[config.mk]
export PLATFORM = sky130hd
export DESIGN_NAME = axi_burst2axil
export DESIGN_NICKNAME = d
export VERILOG_FILES = /design/src/rtl/axi_burst2axil.sv
export SDC_FILE = /design/constraint.sdc
export NUM_CORES = 1
export LEC_CHECK = 0
export ABC_CLOCK_PERIOD_IN_PS = 2900
export CORE_UTILIZATION = 37
export CTS_CLUSTER_SIZE = 24
export DETAILED_ROUTE_END_ITERATION = 10
export PLACE_DENSITY = 0.78
export SYNTH_ARGS = -nofsm -noshare
export SYNTH_HDL_FRONTEND = slang
export SYNTH_SLANG_ARGS = --single-unit
[constraint.sdc]
create_clock -name clk_i -period 2.9 [get_ports clk_i]
set_clock_uncertainty 0.15 [all_clocks]
set_input_delay 0.87 -clock clk_i [delete_from_list [all_inputs] [get_ports clk_i]]
set_output_delay 0.87 -clock clk_i [all_outputs]
set_load 0.1 [all_outputs]
[src/rtl/axi_burst2axil.sv]
// axi_burst2axil: AXI4 burst slave to AXI4-Lite single-beat master.
// One burst (read or write) is in flight at a time. Each AXI4 beat becomes one
// Lite transaction. Write responses are folded into a single B. Read data is
// returned beat by beat with RID/RLAST regenerated.
module axi_burst2axil #(
  parameter int ADDR_W = 32,
  parameter int DATA_W = 32,
  parameter int ID_W   = 1,
  parameter int LEN_W  = 8
) (
  input  logic                  clk_i,
  input  logic                  rst_i,
  // AXI4 slave: write address
  input  logic [ID_W-1:0]       s_axi_awid_i,
  input  logic [ADDR_W-1:0]     s_axi_awaddr_i,
  input  logic [LEN_W-1:0]      s_axi_awlen_i,
  input  logic [2:0]            s_axi_awsize_i,
  input  logic [1:0]            s_axi_awburst_i,
  input  logic                  s_axi_awlock_i,
  input  logic [3:0]            s_axi_awcache_i,
  input  logic [2:0]            s_axi_awprot_i,
  input  logic [3:0]            s_axi_awqos_i,
  input  logic                  s_axi_awvalid_i,
  output logic                  s_axi_awready_o,
  // AXI4 slave: write data
  input  logic [DATA_W-1:0]     s_axi_wdata_i,
  input  logic [DATA_W/8-1:0]   s_axi_wstrb_i,
  input  logic                  s_axi_wlast_i,
  input  logic                  s_axi_wvalid_i,
  output logic                  s_axi_wready_o,
  // AXI4 slave: write response
  output logic [ID_W-1:0]       s_axi_bid_o,
  output logic [1:0]            s_axi_bresp_o,
  output logic                  s_axi_bvalid_o,
  input  logic                  s_axi_bready_i,
  // AXI4 slave: read address
  input  logic [ID_W-1:0]       s_axi_arid_i,
  input  logic [ADDR_W-1:0]     s_axi_araddr_i,
  input  logic [LEN_W-1:0]      s_axi_arlen_i,
  input  logic [2:0]            s_axi_arsize_i,
  input  logic [1:0]            s_axi_arburst_i,
  input  logic                  s_axi_arlock_i,
  input  logic [3:0]            s_axi_arcache_i,
  input  logic [2:0]            s_axi_arprot_i,
  input  logic [3:0]            s_axi_arqos_i,
  input  logic                  s_axi_arvalid_i,
  output logic                  s_axi_arready_o,
  // AXI4 slave: read data
  output logic [ID_W-1:0]       s_axi_rid_o,
  output logic [DATA_W-1:0]     s_axi_rdata_o,
  output logic [1:0]            s_axi_rresp_o,
  output logic                  s_axi_rlast_o,
  output logic                  s_axi_rvalid_o,
  input  logic                  s_axi_rready_i,
  // AXI4-Lite master: write address
  output logic [ADDR_W-1:0]     m_axil_awaddr_o,
  output logic [2:0]            m_axil_awprot_o,
  output logic                  m_axil_awvalid_o,
  input  logic                  m_axil_awready_i,
  // AXI4-Lite master: write data
  output logic [DATA_W-1:0]     m_axil_wdata_o,
  output logic [DATA_W/8-1:0]   m_axil_wstrb_o,
  output logic                  m_axil_wvalid_o,
  input  logic                  m_axil_wready_i,
  // AXI4-Lite master: write response
  input  logic [1:0]            m_axil_bresp_i,
  input  logic                  m_axil_bvalid_i,
  output logic                  m_axil_bready_o,
  // AXI4-Lite master: read address
  output logic [ADDR_W-1:0]     m_axil_araddr_o,
  output logic [2:0]            m_axil_arprot_o,
  output logic                  m_axil_arvalid_o,
  input  logic                  m_axil_arready_i,
  // AXI4-Lite master: read data
  input  logic [DATA_W-1:0]     m_axil_rdata_i,
  input  logic [1:0]            m_axil_rresp_i,
  input  logic                  m_axil_rvalid_i,
  output logic                  m_axil_rready_o
);

  localparam int STRB_W = DATA_W / 8;
  localparam logic [1:0] BURST_FIXED = 2'b00;

  typedef enum logic [2:0] {
    S_IDLE    = 3'd0,
    S_W_BEAT  = 3'd1,
    S_W_LITE  = 3'd2,
    S_W_BRESP = 3'd3,
    S_W_B     = 3'd4,
    S_R_LITE  = 3'd5,
    S_R_WAIT  = 3'd6,
    S_R_OUT   = 3'd7
  } state_e;

  // Next beat address: FIXED holds, everything else steps by the beat size
  // and wraps silently at the top of the address space.
  function automatic logic [ADDR_W-1:0] next_addr(input logic [ADDR_W-1:0] addr,
                                                  input logic [2:0]        size,
                                                  input logic [1:0]        burst);
    logic [ADDR_W-1:0] step;
    logic [ADDR_W-1:0] res;
    step = ADDR_W'(1'b1) << size;
    if (burst == BURST_FIXED) begin
      res = addr;
    end else begin
      res = addr + step;
    end
    return res;
  endfunction

  // Response severity ordering matches the encoding, so the worst response is the maximum.
  function automatic logic [1:0] resp_max(input logic [1:0] a, input logic [1:0] b);
    logic [1:0] m;
    if (a >= b) begin
      m = a;
    end else begin
      m = b;
    end
    return m;
  endfunction

  state_e              state_q, state_d;
  logic                last_wr_q, last_wr_d;   // 1: last served burst was a write
  logic [ID_W-1:0]     id_q, id_d;
  logic [ADDR_W-1:0]   addr_q, addr_d;
  logic [LEN_W-1:0]    len_q, len_d;
  logic [2:0]          size_q, size_d;
  logic [1:0]          burst_q, burst_d;
  logic [LEN_W-1:0]    beat_q, beat_d;
  logic [1:0]          bresp_q, bresp_d;
  logic [DATA_W-1:0]   wdata_q, wdata_d;
  logic [STRB_W-1:0]   wstrb_q, wstrb_d;
  logic [DATA_W-1:0]   rdata_q, rdata_d;
  logic [1:0]          rresp_q, rresp_d;
  logic                aw_done_q, aw_done_d;
  logic                w_done_q, w_done_d;

  logic grant_wr_s;
  logic grant_rd_s;
  logic aw_fin_s;
  logic w_fin_s;
  logic last_beat_s;
  logic unused_s;

  // Fair arbitration: a lone request wins; on contention the channel not served last wins.
  assign grant_wr_s = s_axi_awvalid_i & (~s_axi_arvalid_i | ~last_wr_q);
  assign grant_rd_s = s_axi_arvalid_i & (~s_axi_awvalid_i | last_wr_q);

  // Lite AW/W complete independently; a channel is finished once done earlier or handshaking now.
  assign aw_fin_s    = aw_done_q | m_axil_awready_i;
  assign w_fin_s     = w_done_q | m_axil_wready_i;
  assign last_beat_s = (beat_q == len_q);

  // Sideband fields and WLAST carry no meaning here; beat count comes from AxLEN.
  assign unused_s = ^{s_axi_wlast_i, s_axi_awlock_i, s_axi_awcache_i, s_axi_awprot_i,
                      s_axi_awqos_i, s_axi_arlock_i, s_axi_arcache_i, s_axi_arprot_i,
                      s_axi_arqos_i};

  // Upstream address readies are the only combinational paths; masked while in reset.
  assign s_axi_awready_o = (state_q == S_IDLE) & grant_wr_s & ~rst_i;
  assign s_axi_arready_o = (state_q == S_IDLE) & grant_rd_s & ~rst_i;

  assign s_axi_wready_o  = (state_q == S_W_BEAT);
  assign s_axi_bid_o     = id_q;
  assign s_axi_bresp_o   = bresp_q;
  assign s_axi_bvalid_o  = (state_q == S_W_B);
  assign s_axi_rid_o     = id_q;
  assign s_axi_rdata_o   = rdata_q;
  assign s_axi_rresp_o   = rresp_q;
  assign s_axi_rlast_o   = (state_q == S_R_OUT) & last_beat_s;
  assign s_axi_rvalid_o  = (state_q == S_R_OUT);

  assign m_axil_awaddr_o  = addr_q;
  assign m_axil_awprot_o  = 3'b000;
  assign m_axil_awvalid_o = (state_q == S_W_LITE) & ~aw_done_q;
  assign m_axil_wdata_o   = wdata_q;
  assign m_axil_wstrb_o   = wstrb_q;
  assign m_axil_wvalid_o  = (state_q == S_W_LITE) & ~w_done_q;
  assign m_axil_bready_o  = (state_q == S_W_BRESP);
  assign m_axil_araddr_o  = addr_q;
  assign m_axil_arprot_o  = 3'b000;
  assign m_axil_arvalid_o = (state_q == S_R_LITE);
  assign m_axil_rready_o  = (state_q == S_R_WAIT);

  // Next-state and datapath update for the burst sequencer.
  always_comb begin
    state_d   = state_q;
    last_wr_d = last_wr_q;
    id_d      = id_q;
    addr_d    = addr_q;
    len_d     = len_q;
    size_d    = size_q;
    burst_d   = burst_q;
    beat_d    = beat_q;
    bresp_d   = bresp_q;
    wdata_d   = wdata_q;
    wstrb_d   = wstrb_q;
    rdata_d   = rdata_q;
    rresp_d   = rresp_q;
    aw_done_d = aw_done_q;
    w_done_d  = w_done_q;

    case (state_q)
      S_IDLE: begin
        if (grant_wr_s) begin
          id_d    = s_axi_awid_i;
          addr_d  = s_axi_awaddr_i;
          len_d   = s_axi_awlen_i;
          size_d  = s_axi_awsize_i;
          burst_d = s_axi_awburst_i;
          beat_d  = {LEN_W{1'b0}};
          bresp_d = 2'b00;
          state_d = S_W_BEAT;
        end else if (grant_rd_s) begin
          id_d    = s_axi_arid_i;
          addr_d  = s_axi_araddr_i;
          len_d   = s_axi_arlen_i;
          size_d  = s_axi_arsize_i;
          burst_d = s_axi_arburst_i;
          beat_d  = {LEN_W{1'b0}};
          bresp_d = 2'b00;
          state_d = S_R_LITE;
        end else begin
          state_d = S_IDLE;
        end
      end

      S_W_BEAT: begin
        if (s_axi_wvalid_i) begin
          wdata_d   = s_axi_wdata_i;
          wstrb_d   = s_axi_wstrb_i;
          aw_done_d = 1'b0;
          w_done_d  = 1'b0;
          state_d   = S_W_LITE;
        end else begin
          state_d = S_W_BEAT;
        end
      end

      S_W_LITE: begin
        aw_done_d = aw_fin_s;
        w_done_d  = w_fin_s;
        if (aw_fin_s && w_fin_s) begin
          state_d = S_W_BRESP;
        end else begin
          state_d = S_W_LITE;
        end
      end

      S_W_BRESP: begin
        if (m_axil_bvalid_i) begin
          bresp_d = resp_max(bresp_q, m_axil_bresp_i);
          if (last_beat_s) begin
            state_d = S_W_B;
          end else begin
            addr_d  = next_addr(addr_q, size_q, burst_q);
            beat_d  = beat_q + LEN_W'(1'b1);
            state_d = S_W_BEAT;
          end
        end else begin
          state_d = S_W_BRESP;
        end
      end

      S_W_B: begin
        if (s_axi_bready_i) begin
          last_wr_d = 1'b1;
          state_d   = S_IDLE;
        end else begin
          state_d = S_W_B;
        end
      end

      S_R_LITE: begin
        if (m_axil_arready_i) begin
          state_d = S_R_WAIT;
        end else begin
          state_d = S_R_LITE;
        end
      end

      S_R_WAIT: begin
        if (m_axil_rvalid_i) begin
          rdata_d = m_axil_rdata_i;
          rresp_d = m_axil_rresp_i;
          state_d = S_R_OUT;
        end else begin
          state_d = S_R_WAIT;
        end
      end

      S_R_OUT: begin
        if (s_axi_rready_i) begin
          if (last_beat_s) begin
            last_wr_d = 1'b0;
            state_d   = S_IDLE;
          end else begin
            addr_d  = next_addr(addr_q, size_q, burst_q);
            beat_d  = beat_q + LEN_W'(1'b1);
            state_d = S_R_LITE;
          end
        end else begin
          state_d = S_R_OUT;
        end
      end

      default: begin
        state_d = S_IDLE;
      end
    endcase
  end

  // State and datapath registers; reset abandons any burst in flight.
  always_ff @(posedge clk_i) begin
    if (rst_i) begin
      state_q   <= S_IDLE;
      last_wr_q <= 1'b1;
      id_q      <= {ID_W{1'b0}};
      addr_q    <= {ADDR_W{1'b0}};
      len_q     <= {LEN_W{1'b0}};
      size_q    <= 3'b000;
      burst_q   <= 2'b00;
      beat_q    <= {LEN_W{1'b0}};
      bresp_q   <= 2'b00;
      wdata_q   <= {DATA_W{1'b0}};
      wstrb_q   <= {STRB_W{1'b0}};
      rdata_q   <= {DATA_W{1'b0}};
      rresp_q   <= 2'b00;
      aw_done_q <= 1'b0;
      w_done_q  <= 1'b0;
    end else begin
      state_q   <= state_d;
      last_wr_q <= last_wr_d;
      id_q      <= id_d;
      addr_q    <= addr_d;
      len_q     <= len_d;
      size_q    <= size_d;
      burst_q   <= burst_d;
      beat_q    <= beat_d;
      bresp_q   <= bresp_d;
      wdata_q   <= wdata_d;
      wstrb_q   <= wstrb_d;
      rdata_q   <= rdata_d;
      rresp_q   <= rresp_d;
      aw_done_q <= aw_done_d;
      w_done_q  <= w_done_d;
    end
  end

endmodule

Word level (Yosys, flattened, before mapping)
Index checks and enable logic that the tools add are counted.
{"block": "word_totals", "register_bits": 132, "wordCells": 113}
{"block": "classes", "n_addsub": 2, "n_lt_le_gt_ge": 1, "eq_ne": 15, "n_shift": 1, "muxes": 45, "bitwise_logic": 19, "n_reduce_logical": 15}
{"cell": "$mux 32", "count": 6}
{"cell": "$pmux 32 s3", "count": 1}
{"cell": "$mux 8", "count": 7}
{"cell": "$add 32x32->32", "count": 1}
{"cell": "$shl 1x3->32 const A", "count": 1}
{"cell": "$mux 3", "count": 9}
{"cell": "$pmux 3 s8", "count": 1}
{"cell": "$pmux 8 s3", "count": 1}
{"cell": "$mux 2", "count": 8}
{"cell": "$eq 3x3->1 const B", "count": 4}
{"cell": "$reduce_and 4->1", "count": 3}
{"cell": "$and 1x1->1", "count": 9}
{"cell": "$add 8x1->8 const B", "count": 1}
{"cell": "$eq 8x8->1", "count": 1}
{"cell": "$mux 1", "count": 8}
{"cell": "$reduce_and 2->1", "count": 4}
{"cell": "$reduce_bool 2->1", "count": 4}
{"cell": "$eq 3x2->1 const B", "count": 2}
{"cell": "$ne 2x1->1 const B", "count": 3}
{"cell": "$ne 2x2->1 const B", "count": 3}
{"cell": "$not 1->1", "count": 6}
{"cell": "$pmux 1 s2", "count": 3}
{"cell": "$or 1x1->1", "count": 4}
{"cell": "$pmux 2 s2", "count": 1}
{"cell": "other kinds (7)", "count": 7}

Logic depth before layout (Yosys ltp)
{"block": "logic_depth", "word_depth": 6, "mapped_depth": 11, "ltp_nobuf": 9}

Least setup slack after synthesis
No wires, ideal clock.
{"block": "synth_path", "path_kind": "input to output", "from": "input port s_axi_awvalid_i", "to": "output port s_axi_awready_o", "arrival_time_ps": 3850, "path_slack_ps": -1970, "cell_stages": 5, "path_buffers": 3, "path_cell_list": "a21bo_2 -> clkbuf_1 -> clkbuf_1 -> clkbuf_1 -> nor3_1"}
{"block": "synth_via", "elab_chain_cells": 3}
{"element": "start: declaration", "line": "23", "text": "input logic s_axi_awvalid_i,"}
{"element": "$and 1x1->1", "line": "146", "text": "assign grant_wr_s = s_axi_awvalid_i & (~s_axi_arvalid_i | ~last_wr_q);"}
{"element": "$and 1x1->1 (2 in a row)", "line": "160", "text": "assign s_axi_awready_o = (state_q == S_IDLE) & grant_wr_s & ~rst_i;"}
{"element": "end: declaration", "line": "24", "text": "output logic s_axi_awready_o,"}
No other way between the ends.

Worst setup path after layout
{"block": "layout_path", "from": "register beat_q[7]", "to": "output port s_axi_rlast_o"}
{"block": "layout_via", "elab_chain_cells": 2}
{"element": "start: declaration", "line": "129", "text": "logic [LEN_W-1:0] beat_q, beat_d;"}
{"element": "start signal: assignment", "line": "323", "text": "beat_q <= {LEN_W{1'b0}};"}
{"element": "start signal: assignment", "line": "339", "text": "beat_q <= beat_d;"}
{"element": "$eq 8x8->1", "line": "152", "text": "assign last_beat_s = (beat_q == len_q);"}
{"element": "$and 1x1->1", "line": "170", "text": "assign s_axi_rlast_o = (state_q == S_R_OUT) & last_beat_s;"}
{"element": "end: declaration", "line": "52", "text": "output logic s_axi_rlast_o,"}
No other way between the ends.

==> results <==
- In this run, distinct cell masters in the synthesized netlist total 69.
- The clock share of power is 0.278.
- In the post-synthesis netlist, the cell with the most instances is sky130_fd_sc_hd__nand2_1.
- The worst setup path is launched from a flop.
- Of the post-synthesis cell area, the dominant cell type holds 0.373.
- The root buffer cell is sky130_fd_sc_hd__clkbuf_16.
- The total global routing track utilization is 0.243.
- The power per standard cell area is approximately 720 nW/um^2.
- The final weighted congestion of routability-driven global placement is 0.906.
- After the last flow step, the layout net total stands at 1467.
- Data arrives at the worst endpoint at between 1.5 and 2 ns.
- The post-route total power is around 0.008 W.
- The internal cell power is between 0.004 and 0.005 W.
- The gate count after technology mapping is ~960.
- sky130_fd_sc_hd__dfxtp_1 takes more of the synthesized area than any other cell.
- The most common flop cell mapped by yosys is sky130_fd_sc_hd__dfxtp_1.
- The final count of negative-setup-slack endpoints is 0.
- IR analysis of the VDD net gives a maximum drop of between 0.4 and 0.5 mV.
- The horizontal die dimension is roughly 140 um.
- The synthesized cell area is between 7000 and 8000 sq um.
- Across the run, the number of max-cap violations was 0.
- The yosys synthesis warning count is 0.
- The number of hold violations in the final report is 0.
- The clock period minus worst slack is 2.84 ns.
- The number of buffers created by CTS is 17.
- The required time of the critical path is roughly 1.9 ns.
- The post-route antenna net violation count is 0.
- In this run the standard cell core region covers ~19000 sq um.
- The number of flops mapped to enable cells by yosys is 0.
- The count of unresolved DRC violations after routing is 0.
- The number of design-rule violations left by the first detailed-router iteration is ~730.
- The first detailed-routing pass took 5 iterations.
- The number of pins with negative max-slew slack in the final report is 0.
- After legalization and detailed placement, the total HPWL measured roughly 18 mm.
- At the pin with the least slew margin, the transition time is 0.585 ns.
- The count of input and output buffers is ~320.
- Dividing the detail-routed via count by the number of cells gives between 5 and 6.
- The relative slew slack is 0.610.
- The floorplan step defined a die boundary enclosing between 15000 and 20000 sq um.
- The initialized floorplan defines 50 standard-cell rows.
- The first global-routing pass estimated roughly 38 mm of wire.
- From bottom edge to top edge, the die measures about 140 um.
- The number of I/O pins is 356.
- The worst hold path belongs to the class flop to flop.
- The wire length per cell after detailed routing is roughly 16 um.
- Dividing the synthesized area by the synthesized cell count gives between 7 and 8 sq um.
- The number of sinks handled by clock tree synthesis is 132.
- Of the total power, the share spent switching nets is 0.456.
- Entering global routing, the biggest net connects 54 pins.
- In this run the power spent charging and discharging nets is roughly 0.0036 W.
- The share of async-settable or async-resettable flops after synthesis is 0.
- The longest clock path from root to sink contains 2 buffers.
- The post-route setup TNS is 0 ns.
- Of the total power, registers draw 0.274.
- The number of flip-flops and latches in the synthesized netlist is around 130.
- Based on the critical path, the design can be clocked at up to between 0.3 and 0.4 GHz.
- The portion of the clock cycle consumed by the worst path in the final layout is 0.978.
- The share of cells above drive strength 1 is 0.233.
- The routed layout has about 7.9k vias.
- For this design, the slowest cell found on the critical path is sky130_fd_sc_hd__dfxtp_1.
- The share of the Yosys chip area taken by registers is 0.373.
- STA classifies the critical path endpoint as an output port.
- Traced cell by cell, the critical path runs through xnor2_1 -> nand4_1 -> or2_4 -> nor3_4 -> buf_12.
- At the later pin of the worst-skew pair, clock insertion delay measures about 0.43 ns.
- The number of placed instances, taps included, is ~1.5k.
- For this run, the slowest stage of the critical path takes 0.40 ns.
- TritonCTS built the clock tree.
- Summed over all layers, the global routing overflow is 0.
- The initial core utilization is 0.378.
- Clock-pin slew was measured on the worst setup and hold paths at 0.06 ns.
- The count of H-tree levels built during CTS is 4.
- The number of antenna violations at the first check in global routing is 0.
- Relative to the synthesized area, the layout overhead comes to 56.2%.
- Sorting the synthesized cells by how often they occur yields 250 x sky130_fd_sc_hd__nand2_1, 132 x sky130_fd_sc_hd__dfxtp_1, 127 x sky130_fd_sc_hd__a21oi_1.
- The final layout contains routed wiring with a total length of 24.3 mm.
- Of the total power, combinational logic draws 0.448.
- After synthesis, the cell types taking the most area are sky130_fd_sc_hd__dfxtp_1 37%, sky130_fd_sc_hd__nand2_1 13%, sky130_fd_sc_hd__a21oi_1 9.0%.
- The final non-filler cell total is ~1.5k.
- In this run the static leakage power is around 4.5 nW.
- The category of the most critical setup path is flop to output port.
- The flow ran to the end, and the final reports show no timing, DRC or antenna violations.
- The biggest fanout along the worst timing path is 5.
- The via count of the first global-routing pass is 7305.
## cell families after synthesis
kind of cell	after synthesis	synth area share
AND/OR/NAND/NOR	425	0.266
AO/OA/AOI/OAI	246	0.217
flip-flops	132	0.373
buffers and inverters	119	0.0863
XOR/XNOR	15	0.0186
adder cells (fa/ha/maj)	12	0.0223
multiplexers	11	0.0159
other	1	0.000530
## through the flow
step           hold WS (ns)  instance area [sq um]  worst slack (ns)  utilization
3_5_place_dp          0.297                  10300            -0.311        0.553
5_1_grt               0.320                  11100           -0.0169        0.591
4_1_cts               0.306                  11000           0.00822        0.586
6_report              0.304                  11100            0.0635        0.591
3_3_place_gp          0.292                  10300            -0.309        0.553
2_1_floorplan         0.314                   7230            -0.705            -
## power by group through the flow
stage	Combinational (W)	Clock (W)	Sequential [W]
finish	0.00357	0.00221	0.00218
global route	0.00374	0.00234	0.00221
CTS	0.00353	0.00226	0.00218
detailed placement	0.00352	0	0.00222
global placement	0.00350	0	0.00221
floorplan	0.00176	0	0.00305
## worst paths after layout
| kind | startpoint | end | slack, ns | depth (start not counted) |
|---|---|---|---|---|
| max | beat_q[7] | s_axi_rlast_o | 0.06 | 5 |
| min | m_axil_wdata_o[18] | m_axil_wdata_o[18] | 0.30 | 2 |
| max reg2reg | size_q[2] | m_axil_araddr_o[26] | 0.18 | 11 |
| min reg2reg | m_axil_wdata_o[18] | m_axil_wdata_o[18] | 0.30 | 2 |
## worst max-delay path, delay by kind of cell (launching register included)
| kind | cells | cell delay (ns) |
|---|---|---|
| simple gates | 3 | 0.65 |
| xor+xnor | 1 | 0.13 |
| flops | 1 | 0.40 |
| buf+inv | 1 | 0.21 |
## repair_timing
action,CTS,global route
hold buffers,0,0
gates resized for setup,8,23
setup endpoints to repair,3,24
buffers inserted,0,4
pin swaps,3,8
## per-layer routing
layer  vias up  track usage  wire, um
li1       3902            -         -
met1      3660        0.307     10200
met2       292        0.409     12100
met3        43       0.0465      1490
met4         0       0.0925       549
met5         -            0         0
## cell type report
class | count | area (sq um)
diodes | 1 | 2.50
clock buffers | 17 | 425
clock inverters | 15 | 171
fillers | 1706 | 7650
inverters | 10 | 37.5
multi-input cells | 715 | 4000
flip-flops and latches | 132 | 2670
well taps | 234 | 293
repair buffers | 378 | 3460
## cells in the final DEF (no fill, tap or decap), types with 6 or more instances in the layout
cell / instances
sky130_fd_sc_hd__o211ai_1: 7
sky130_fd_sc_hd__xnor2_1: 6
sky130_fd_sc_hd__nand2_1: 249
sky130_fd_sc_hd__inv_1: 10
sky130_fd_sc_hd__nand2b_1: 9
sky130_fd_sc_hd__ha_1: 10
sky130_fd_sc_hd__nor2_1: 51
sky130_fd_sc_hd__nand3_1: 23
sky130_fd_sc_hd__a31oi_1: 13
sky130_fd_sc_hd__clkdlybuf4s50_1: 172
sky130_fd_sc_hd__dfxtp_1: 115
sky130_fd_sc_hd__buf_4: 188
sky130_fd_sc_hd__dfxtp_2: 14
sky130_fd_sc_hd__conb_1: 6
sky130_fd_sc_hd__a21o_1: 6
sky130_fd_sc_hd__mux2i_1: 9
sky130_fd_sc_hd__o21ai_0: 22
sky130_fd_sc_hd__clkbuf_16: 17
sky130_fd_sc_hd__inv_6: 6
sky130_fd_sc_hd__buf_12: 15
sky130_fd_sc_hd__a21oi_1: 125
sky130_fd_sc_hd__nand4_1: 13
sky130_fd_sc_hd__and3_1: 9
sky130_fd_sc_hd__and2_1: 7
sky130_fd_sc_hd__nor3_1: 21
sky130_fd_sc_hd__a311oi_1: 15
## registers in the layout, summed over array words and instances, names as in the netlist, 2 cells and up
signal	cells
m_axil_araddr_o	32
s_axi_rresp_o	2
len_q	8
s_axi_bresp_o	2
m_axil_wdata_o	32
s_axi_rdata_o	32
m_axil_wstrb_o	4
burst_q	2
state_q	3
size_q	3
beat_q	8
Note: power is estimated with default switching activity, not from simulation.
